`src/rtl/neuron_pulse_sequencer.sv`:
```
// Neuron-side pulse sequencer: integrator reset, sample, integrate and drive
// phases for the Neurram core, requested by the matmul control FSM.
//
// Ports:
//   clk, rst              single clock, synchronous active-high reset
//   sample_trigger        level request; rising edge starts a sample op
//   cds_trigger           level request; rising edge starts a one-pulse CDS op
//   reg_reset             1-cycle pulse; starts an integrator reset op
//   num_pulses            pulse count, latched when a sample op starts
//   ext_inference_enable  host inference enable
//   turn_off_inference    temporary inference override
//   idle                  high only when no op is running
//   neuron_reset          integrator reset phase
//   sample_en             sample phase
//   integ_en              integrate phase
//   input_drive_en        input drive (integrate phase of sample ops only)
//   cds_phase             high for the whole of a CDS op
//   inference_mode        registered ext_inference_enable & ~turn_off_inference
//   overrun               sticky flag: a request was dropped
module neuron_pulse_sequencer #(
  parameter int SETUP_CYCLES  = 2,
  parameter int SAMPLE_CYCLES = 2,
  parameter int INTEG_CYCLES  = 4,
  parameter int GAP_CYCLES    = 2,
  parameter int RESET_CYCLES  = 4
) (
  input  logic       clk,
  input  logic       rst,
  input  logic       sample_trigger,
  input  logic       cds_trigger,
  input  logic       reg_reset,
  input  logic [7:0] num_pulses,
  input  logic       ext_inference_enable,
  input  logic       turn_off_inference,
  output logic       idle,
  output logic       neuron_reset,
  output logic       sample_en,
  output logic       integ_en,
  output logic       input_drive_en,
  output logic       cds_phase,
  output logic       inference_mode,
  output logic       overrun
);

  typedef enum logic [2:0] {
    S_IDLE,
    S_RESET,
    S_SETUP,
    S_SAMPLE,
    S_INTEG,
    S_GAP,
    S_DONE
  } state_e;

  localparam logic [7:0] SETUP_LD  = 8'(SETUP_CYCLES - 1);
  localparam logic [7:0] SAMPLE_LD = 8'(SAMPLE_CYCLES - 1);
  localparam logic [7:0] INTEG_LD  = 8'(INTEG_CYCLES - 1);
  localparam logic [7:0] GAP_LD    = 8'(GAP_CYCLES - 1);
  localparam logic [7:0] RESET_LD  = 8'(RESET_CYCLES - 1);

  state_e     state_q, state_d;
  logic [7:0] cnt_q, cnt_d;
  logic [7:0] pcount_q, pcount_d;
  logic       cds_q, cds_d;
  logic       ovr_q, ovr_d;
  logic       samp_trig_q, cds_trig_q;

  logic       idle_q, nrst_q, samp_q, integ_q;
  logic       drive_q, cphase_q, inf_q;

  logic       samp_edge, cds_edge, any_req;

  assign samp_edge = sample_trigger & ~samp_trig_q;
  assign cds_edge  = cds_trigger & ~cds_trig_q;
  assign any_req   = reg_reset | samp_edge | cds_edge;

  always_comb begin
    state_d  = state_q;
    cnt_d    = cnt_q;
    pcount_d = pcount_q;
    cds_d    = cds_q;
    ovr_d    = ovr_q;
    unique case (state_q)
      S_IDLE: begin
        if (reg_reset) begin
          state_d = S_RESET;
          cnt_d   = RESET_LD;
          cds_d   = 1'b0;
          if (samp_edge | cds_edge) ovr_d = 1'b1;
        end else if (cds_edge) begin
          state_d  = S_SETUP;
          cnt_d    = SETUP_LD;
          cds_d    = 1'b1;
          pcount_d = 8'd1;
          if (samp_edge) ovr_d = 1'b1;
        end else if (samp_edge) begin
          state_d  = S_SETUP;
          cnt_d    = SETUP_LD;
          cds_d    = 1'b0;
          pcount_d = num_pulses;
        end
      end
      S_DONE: begin
        if (any_req) ovr_d = 1'b1;
        state_d = S_IDLE;
        cds_d   = 1'b0;
      end
      default: begin
        if (any_req) ovr_d = 1'b1;
        if (cnt_q != 8'd0) begin
          cnt_d = cnt_q - 8'd1;
        end else begin
          unique case (state_q)
            S_RESET: begin
              state_d = S_IDLE;
            end
            S_SETUP: begin
              if (pcount_q == 8'd0) begin
                state_d = S_DONE;
              end else begin
                state_d = S_SAMPLE;
                cnt_d   = SAMPLE_LD;
              end
            end
            S_SAMPLE: begin
              state_d = S_INTEG;
              cnt_d   = INTEG_LD;
            end
            S_INTEG: begin
              state_d = S_GAP;
              cnt_d   = GAP_LD;
            end
            S_GAP: begin
              pcount_d = pcount_q - 8'd1;
              if (pcount_q == 8'd1) begin
                state_d = S_DONE;
              end else begin
                state_d = S_SAMPLE;
                cnt_d   = SAMPLE_LD;
              end
            end
            default: begin
              state_d = S_IDLE;
            end
          endcase
        end
      end
    endcase
  end

  // Outputs are decoded from the next state so they line up with it.
  always_ff @(posedge clk) begin
    if (rst) begin
      state_q     <= S_IDLE;
      cnt_q       <= 8'd0;
      pcount_q    <= 8'd0;
      cds_q       <= 1'b0;
      ovr_q       <= 1'b0;
      samp_trig_q <= 1'b1;
      cds_trig_q  <= 1'b1;
      idle_q      <= 1'b1;
      nrst_q      <= 1'b0;
      samp_q      <= 1'b0;
      integ_q     <= 1'b0;
      drive_q     <= 1'b0;
      cphase_q    <= 1'b0;
    end else begin
      state_q     <= state_d;
      cnt_q       <= cnt_d;
      pcount_q    <= pcount_d;
      cds_q       <= cds_d;
      ovr_q       <= ovr_d;
      samp_trig_q <= sample_trigger;
      cds_trig_q  <= cds_trigger;
      idle_q      <= (state_d == S_IDLE);
      nrst_q      <= (state_d == S_RESET);
      samp_q      <= (state_d == S_SAMPLE);
      integ_q     <= (state_d == S_INTEG);
      drive_q     <= (state_d == S_INTEG) & ~cds_d;
      cphase_q    <= cds_d & (state_d != S_IDLE)
                           & (state_d != S_RESET);
    end
  end

  // Inference mode follows its inputs regardless of rst.
  always_ff @(posedge clk) begin
    inf_q <= ext_inference_enable & ~turn_off_inference;
  end

  assign idle           = idle_q;
  assign neuron_reset   = nrst_q;
  assign sample_en      = samp_q;
  assign integ_en       = integ_q;
  assign input_drive_en = drive_q;
  assign cds_phase      = cphase_q;
  assign inference_mode = inf_q;
  assign overrun        = ovr_q;

endmodule

```
`config.mk`:
```
export PLATFORM = sky130hd
export DESIGN_NAME = neuron_pulse_sequencer
export DESIGN_NICKNAME = d
export VERILOG_FILES = /design/src/rtl/neuron_pulse_sequencer.sv
export SDC_FILE = /design/constraint.sdc
export NUM_CORES = 1
export LEC_CHECK = 0
export ABC_AREA = 1
export BUFFER_PORTS_ARGS = -buffer_cell sky130_fd_sc_hd__buf_2
export CORE_MARGIN = 10
export CORE_UTILIZATION = 57
export DETAILED_ROUTE_END_ITERATION = 16
export GPL_TIMING_DRIVEN = 0
export PLACE_DENSITY = 0.84
export SETUP_SLACK_MARGIN = 0.1
export SYNTH_ARGS = -nofsm -noshare
export SYNTH_HDL_FRONTEND = slang
export SYNTH_SLANG_ARGS = --single-unit
```
`constraint.sdc`:
```
create_clock -name clk -period 2 [get_ports clk]
set_input_delay 0.1 -clock clk [delete_from_list [all_inputs] [get_ports clk]]
set_output_delay 0.1 -clock clk [all_outputs]
set_load 0.01 [all_outputs]
```
==> impl_metrics.json, run 1 <==
{
  "max-vdd-ir-drop_mv": 0.869,
  "globalplace.congestion": 0.884,
  "yosysUniqueCellTypes": 30,
  "avgRoutedWirePerCell_um": 12.0,
  "dp_hpwl_mm": 2.89,
  "netlist_instances": 262,
  "remaining_drc_errors": 0,
  "arrival_ns": 1.95,
  "worst-r2r-setup-slack_ns": 0.29,
  "rows": 20,
  "leakagePower_nw": 1.02,
  "io_buffer_count": 22,
  "hp-class": "input pin to register",
  "post_cts_buffers": 0,
  "wl_mm": 3.93,
  "drive_above_1_share": 0.190,
  "synth_enable_flop_cells": 0,
  "hold_end": "pcount_q[0]$_SDFFE_PP0P_",
  "die_h_um": 75.5,
  "r2r_start": "cnt_q[0]$_SDFFE_PP0P_",
  "cp.required_ns": 2.24,
  "fmax_mhz": 584,
  "cts_tree": "yes",
  "timing.final.crit_share": 0.856,
  "grtUsageTotal": 0.153,
  "cts.sinks": 30,
  "layout-area-overhead-vs-synth_pct": 15.2,
  "min_path_cells": 3,
  "finalSetupViolations": 0,
  "cp-start-kind": "register",
  "place_inst": 317,
  "vias_per_cell": 5.11,
  "async_flop_share": 0,
  "n_antenna_cell": 0,
  "vias": 1676,
  "drv_slew": 0,
  "fillers": 270,
  "layout_common_cells": "53 x nand2_1, 37 x inv_1, 30 x dfxtp_1, 29 x nor2_1, 22 x buf_2",
  "firstDrtPassIters": 4,
  "path_max_fanout": 10,
  "core_area_sq_um": 3000,
  "hp-start": "num_pulses[0]",
  "overflow": 0,
  "synthFlopType": "dfxtp_1",
  "worst_setup_path_end_kind": "register",
  "reg2reg_depth": 12,
  "ys_warn_count": 0,
  "r2r_end": "cnt_q[0]$_SDFFE_PP0P_",
  "ant_nets": 0,
  "clkTransAtPathRegs_ns": 0.10,
  "cts_buffer_depth": 2,
  "synth_area_sq_um": 1760,
  "regArea_sq_um": 601,
  "max-slew-margin-rel": 0.661,
  "ys_seq_elements": 30,
  "grt_max_degree": 11,
  "finalSetupTns_ns": 0,
  "multi_input_area_sq_um": 965,
  "drtIter0Drc": 97,
  "htreeDepth": 2,
  "io_pins": 23,
  "syn_area_per_cell_sq_um": 6.70,
  "total_power_w": 0.00380,
  "grt_pass1_wl_mm": 6.73,
  "clk_latency_ns": 0.33,
  "final_cell_count_no_fill": 328,
  "initial_core_util": 0.585,
  "cts_made_buffers": 5,
  "drv_cap": 0,
  "rsz0062_at_grt": "no",
  "worst_slew_pin_slew_ns": 0.508,
  "reg.largest.list": "cnt_q x8, pcount_q x8, state_q x3",
  "synth_fp_nets": 281,
  "die-width_um": 75.5,
  "critical_path_class": "register to register",
  "fin_skew_ns": 0.0162,
  "grt_antenna_before_repair": 0,
  "layout_commonest_cell": "nand2_1",
  "hold_viol_final": 0,
  "seq_area_frac_synth": 0.342,
  "final_net_count": 315,
  "grt_pass1_vias": 1644,
  "ctsRootBufferMaster": "clkbuf_4",
  "min_period_ns": 1.71,
  "p_per_area_nw_per_um2": 1880,
  "die_area_sq_um": 5700,
  "status": "finished, final reports clean"
}
per-stage QoR:
stage	hold slack, ns	instance area [sq um]	util	setup slack, ns
after floorplan	0.169	1760	-	0.479
after global placement	0.256	1910	0.635	0.321
after detailed placement	0.268	1910	0.635	0.289
after CTS	0.0579	2010	0.669	0.273
after global routing	0.0700	2020	0.674	0.103
final	0.0637	2020	0.674	0.288
cell families (layout without fill, tap and decap cells):
group,Yosys count,after routing,share of synthesized area
flip-flops,30,30,0.342
AO/OA/AOI/OAI,43,43,0.132
AND/OR/NAND/NOR,129,129,0.343
buffers and inverters,48,81,0.115
adder cells (fa/ha/maj),4,4,0.0285
XOR/XNOR,8,8,0.0399
critical path, cell delays in order (launching register included):
cell and delay [ns]:
dfxtp_1 0.31, inv_1 0.11, ha_2 0.21, nand3_2 0.13, nor2_4 0.14, buf_6 0.14, nand3_1 0.07, nand2_1 0.13
inv_2 0.09, nand2_4 0.11, nand2_1 0.06, nand2_1 0.05, nor2_1 0.05
where the power goes:
group          internal [W]  switching [W]
combinational      0.000926        0.00158
clock              0.000158       0.000197
sequential         0.000784       0.000150
total               0.00187        0.00193
per-layer routing:
layer  track usage  wire (um)  part of all wire
met1         0.164       1780              0.45
met5             0          0                 0
met4        0.0845         78             0.020
met2         0.263       1860              0.47
met3        0.0456        211             0.054
synth_stat cells (3+ instances only):
cell type  count  share of area
ha_1           4          0.028
dfxtp_1       30           0.34
a21oi_1       20          0.057
inv_1         37          0.079
o21ai_1        5          0.014
nand2_2        4          0.014
nand3b_1       3          0.013
nand2_1       54           0.12
nor2_2         3          0.011
o21ai_0       11          0.031
inv_2          5          0.011
nor2_4         3          0.019
nor2_1        29          0.062
nand3_1       18          0.051
xor2_1         7          0.035
nor3_1         6          0.017
nand4_1        4          0.014
worst max path at each step:
| stage | start | endpoint | slack, ns | cells past startpoint |
|---|---|---|---|---|
| global placement | cnt_q[0]$_SDFFE_PP0P_ | pcount_q[5]$_SDFFE_PP0P_ | 0.32 | 10 |
| global route | cnt_q[0]$_SDFFE_PP0P_ | cnt_q[4]$_SDFFE_PP0P_ | 0.10 | 11 |
| floorplan | cnt_q[0]$_SDFFE_PP0P_ | cnt_q[0]$_SDFFE_PP0P_ | 0.48 | 12 |
| detailed placement | cnt_q[0]$_SDFFE_PP0P_ | cnt_q[0]$_SDFFE_PP0P_ | 0.29 | 12 |
| finish | cnt_q[0]$_SDFFE_PP0P_ | cnt_q[0]$_SDFFE_PP0P_ | 0.29 | 12 |
| CTS | cnt_q[0]$_SDFFE_PP0P_ | cnt_q[0]$_SDFFE_PP0P_ | 0.27 | 12 |
area by class of cell:
| class | instances | share of cell area |
|---|---|---|
| sequential | 30 | 0.297 |
| multi-input combinational | 184 | 0.477 |
| buffer | 5 | 0.0204 |
| clock buffer | 6 | 0.0254 |
| inverter | 43 | 0.0810 |
| timing repair buffer | 27 | 0.0792 |
| tap | 33 | 0.0204 |
timing repair:
action,CTS,global route
endpoints found under the setup margin,0,12
hold endpoints to repair,4,0
resized for setup,0,4
hold buffers,5,0
Power figures use the tool's default switching activity.
==> inputs of run 2 (changes only) <==
--- a/config.mk
+++ b/config.mk
@@ -8,10 +8,10 @@
 export ABC_AREA = 1
 export BUFFER_PORTS_ARGS = -buffer_cell sky130_fd_sc_hd__buf_2
 export CORE_MARGIN = 10
-export CORE_UTILIZATION = 57
+export CORE_UTILIZATION = 50
 export DETAILED_ROUTE_END_ITERATION = 16
 export GPL_TIMING_DRIVEN = 0
-export PLACE_DENSITY = 0.84
+export PLACE_DENSITY = 0.76
 export SETUP_SLACK_MARGIN = 0.1
 export SYNTH_ARGS = -nofsm -noshare
 export SYNTH_HDL_FRONTEND = slang
==> run 2 against run 1 <==
- register-to-register slack worse by 0.03 ns
- worst setup slack worse by 0.032 ns
- largest power group unchanged
- count of clock-buffer cells in the layout increased by 1
- via count rose by 1.6%
- wire length rose by 4.0%
- total power shrank 0.33%
- design area is 0.56% higher
==> impl_metrics.json, run 2 (synthesized netlist as in run 1, its figures left out) <==
{
  "max-vdd-ir-drop_mv": 1.05,
  "leakagePower_nw": 1.03,
  "drtIter0Drc": 65,
  "layout_commonest_cell": "nand2_1",
  "hold_viol_final": 0,
  "fmax_mhz": 574,
  "finalSetupTns_ns": 0,
  "p_per_area_nw_per_um2": 1860,
  "rsz0062_at_grt": "yes",
  "post_cts_buffers": 0,
  "finalSetupViolations": 0,
  "place_area_sq_um": 1920,
  "reg.largest.list": "cnt_q x8, pcount_q x8, state_q x3",
  "io_pins": 23,
  "place_inst": 330,
  "firstDrtPassIters": 4,
  "die_area_sq_um": 6280,
  "worst_setup_path_end_kind": "register",
  "hold_slack_ns": 0.0413,
  "core_area_sq_um": 3360,
  "clk_latency_ns": 0.34,
  "htreeDepth": 2,
  "wl_mm": 4.09,
  "cts_made_buffers": 5,
  "cts.sinks": 30,
  "cts_tree": "yes",
  "drv_cap": 0,
  "timing.final.crit_share": 0.872,
  "fin_skew_ns": 0.0122,
  "n_antenna_cell": 0,
  "grt_pass1_vias": 1628,
  "path_max_fanout": 10,
  "die_h_um": 79.3,
  "hp-class": "input pin to register",
  "initial_core_util": 0.522,
  "max-slew-margin-rel": 0.660,
  "remaining_drc_errors": 0,
  "grtUsageTotal": 0.138,
  "ant_nets": 0,
  "cp.required_ns": 2.26,
  "min_period_ns": 1.74,
  "final_net_count": 315,
  "cts_buffer_depth": 2,
  "globalplace.congestion": 0.850,
  "layout-area-overhead-vs-synth_pct": 15.8,
  "grt_antenna_before_repair": 0,
  "final_cell_count_no_fill": 343,
  "grt_pass1_wl_mm": 7.04,
  "ctsRootBufferMaster": "clkbuf_4",
  "drv_slew": 0,
  "critical_path_class": "register to register",
  "drive_above_1_share": 0.185,
  "worst_slew_pin_slew_ns": 0.510,
  "status": "finished, final reports clean",
  "layout_common_cells": "54 x nand2_1, 37 x inv_1, 30 x dfxtp_1, 29 x nor2_1, 22 x buf_2",
  "vias": 1703,
  "avgRoutedWirePerCell_um": 11.9,
  "clkTransAtPathRegs_ns": 0.10,
  "overflow": 0,
  "final_area_sq_um": 2030,
  "arrival_ns": 2.01,
  "grt_max_degree": 11,
  "die-width_um": 79.3,
  "vias_per_cell": 4.97,
  "io_buffer_count": 22,
  "dp_hpwl_mm": 2.97,
  "rows": 21,
  "cp-start-kind": "register"
}
run 2: worst max-delay path: stages (launching register included):
cell and delay [ns]:
dfxtp_1 0.31, inv_1 0.10, ha_1 0.22, nand3_2 0.12, nor2_2 0.13, buf_4 0.18
nand3_1 0.08, nand2_1 0.13, inv_2 0.08, nand2_4 0.12, nand2_1 0.07, a21oi_1 0.13
run 2: repair_timing:
item | in CTS | in global routing
hold buffers | 5 | 0
hold endpoints to repair | 4 | 0
setup endpoints to repair | 0 | 1
resized for setup | 0 | 0
run 2: layer usage:
metal	vias up	track usage	share of wire
met5	-	0	0
met4	0	0.0538	0.0098
met3	5	0.0405	0.045
met2	33	0.239	0.49
met1	761	0.155	0.46
li1	904	-	-
run 2: area by class of cell:
cell class / instances / area, sq um
Buffer: 5 / 37.5
Clock buffer: 7 / 55.1
Clock inverter: 1 / 5.00
Sequential cell: 30 / 601
Fill cell: 359 / 1330
Inverter: 43 / 164
Timing Repair Buffer: 27 / 160
Multi-Input combinational cell: 184 / 955
Tap cell: 46 / 57.6
run 2: stage by stage:
stage	worst slack [ns]	util	power, W
after global routing	0.0921	0.605	0.00421
after CTS	0.243	0.605	0.00380
after detailed placement	0.273	0.572	0.00339
after floorplan	0.479	-	0.00289
final	0.257	0.605	0.00379
after global placement	0.313	0.572	0.00333
run 2: path summary, 6_finish.rpt:
| check | startpoint | end | slack [ns] | depth (start not counted) |
|---|---|---|---|---|
| hold / removal | num_pulses[7] | pcount_q[7]$_SDFFE_PP0P_ | 0.04 | 3 |
| hold reg to reg | cnt_q[6]$_SDFFE_PP0P_ | cnt_q[6]$_SDFFE_PP0P_ | 0.49 | 2 |
| setup / recovery | cnt_q[0]$_SDFFE_PP0P_ | cnt_q[7]$_SDFFE_PP0P_ | 0.26 | 11 |
| setup reg to reg | cnt_q[0]$_SDFFE_PP0P_ | cnt_q[7]$_SDFFE_PP0P_ | 0.26 | 11 |
run 2: report_power, final:
group          internal, W  switching [W]
registers         0.000784       0.000148
clock network     0.000170       0.000212
logic             0.000894        0.00158
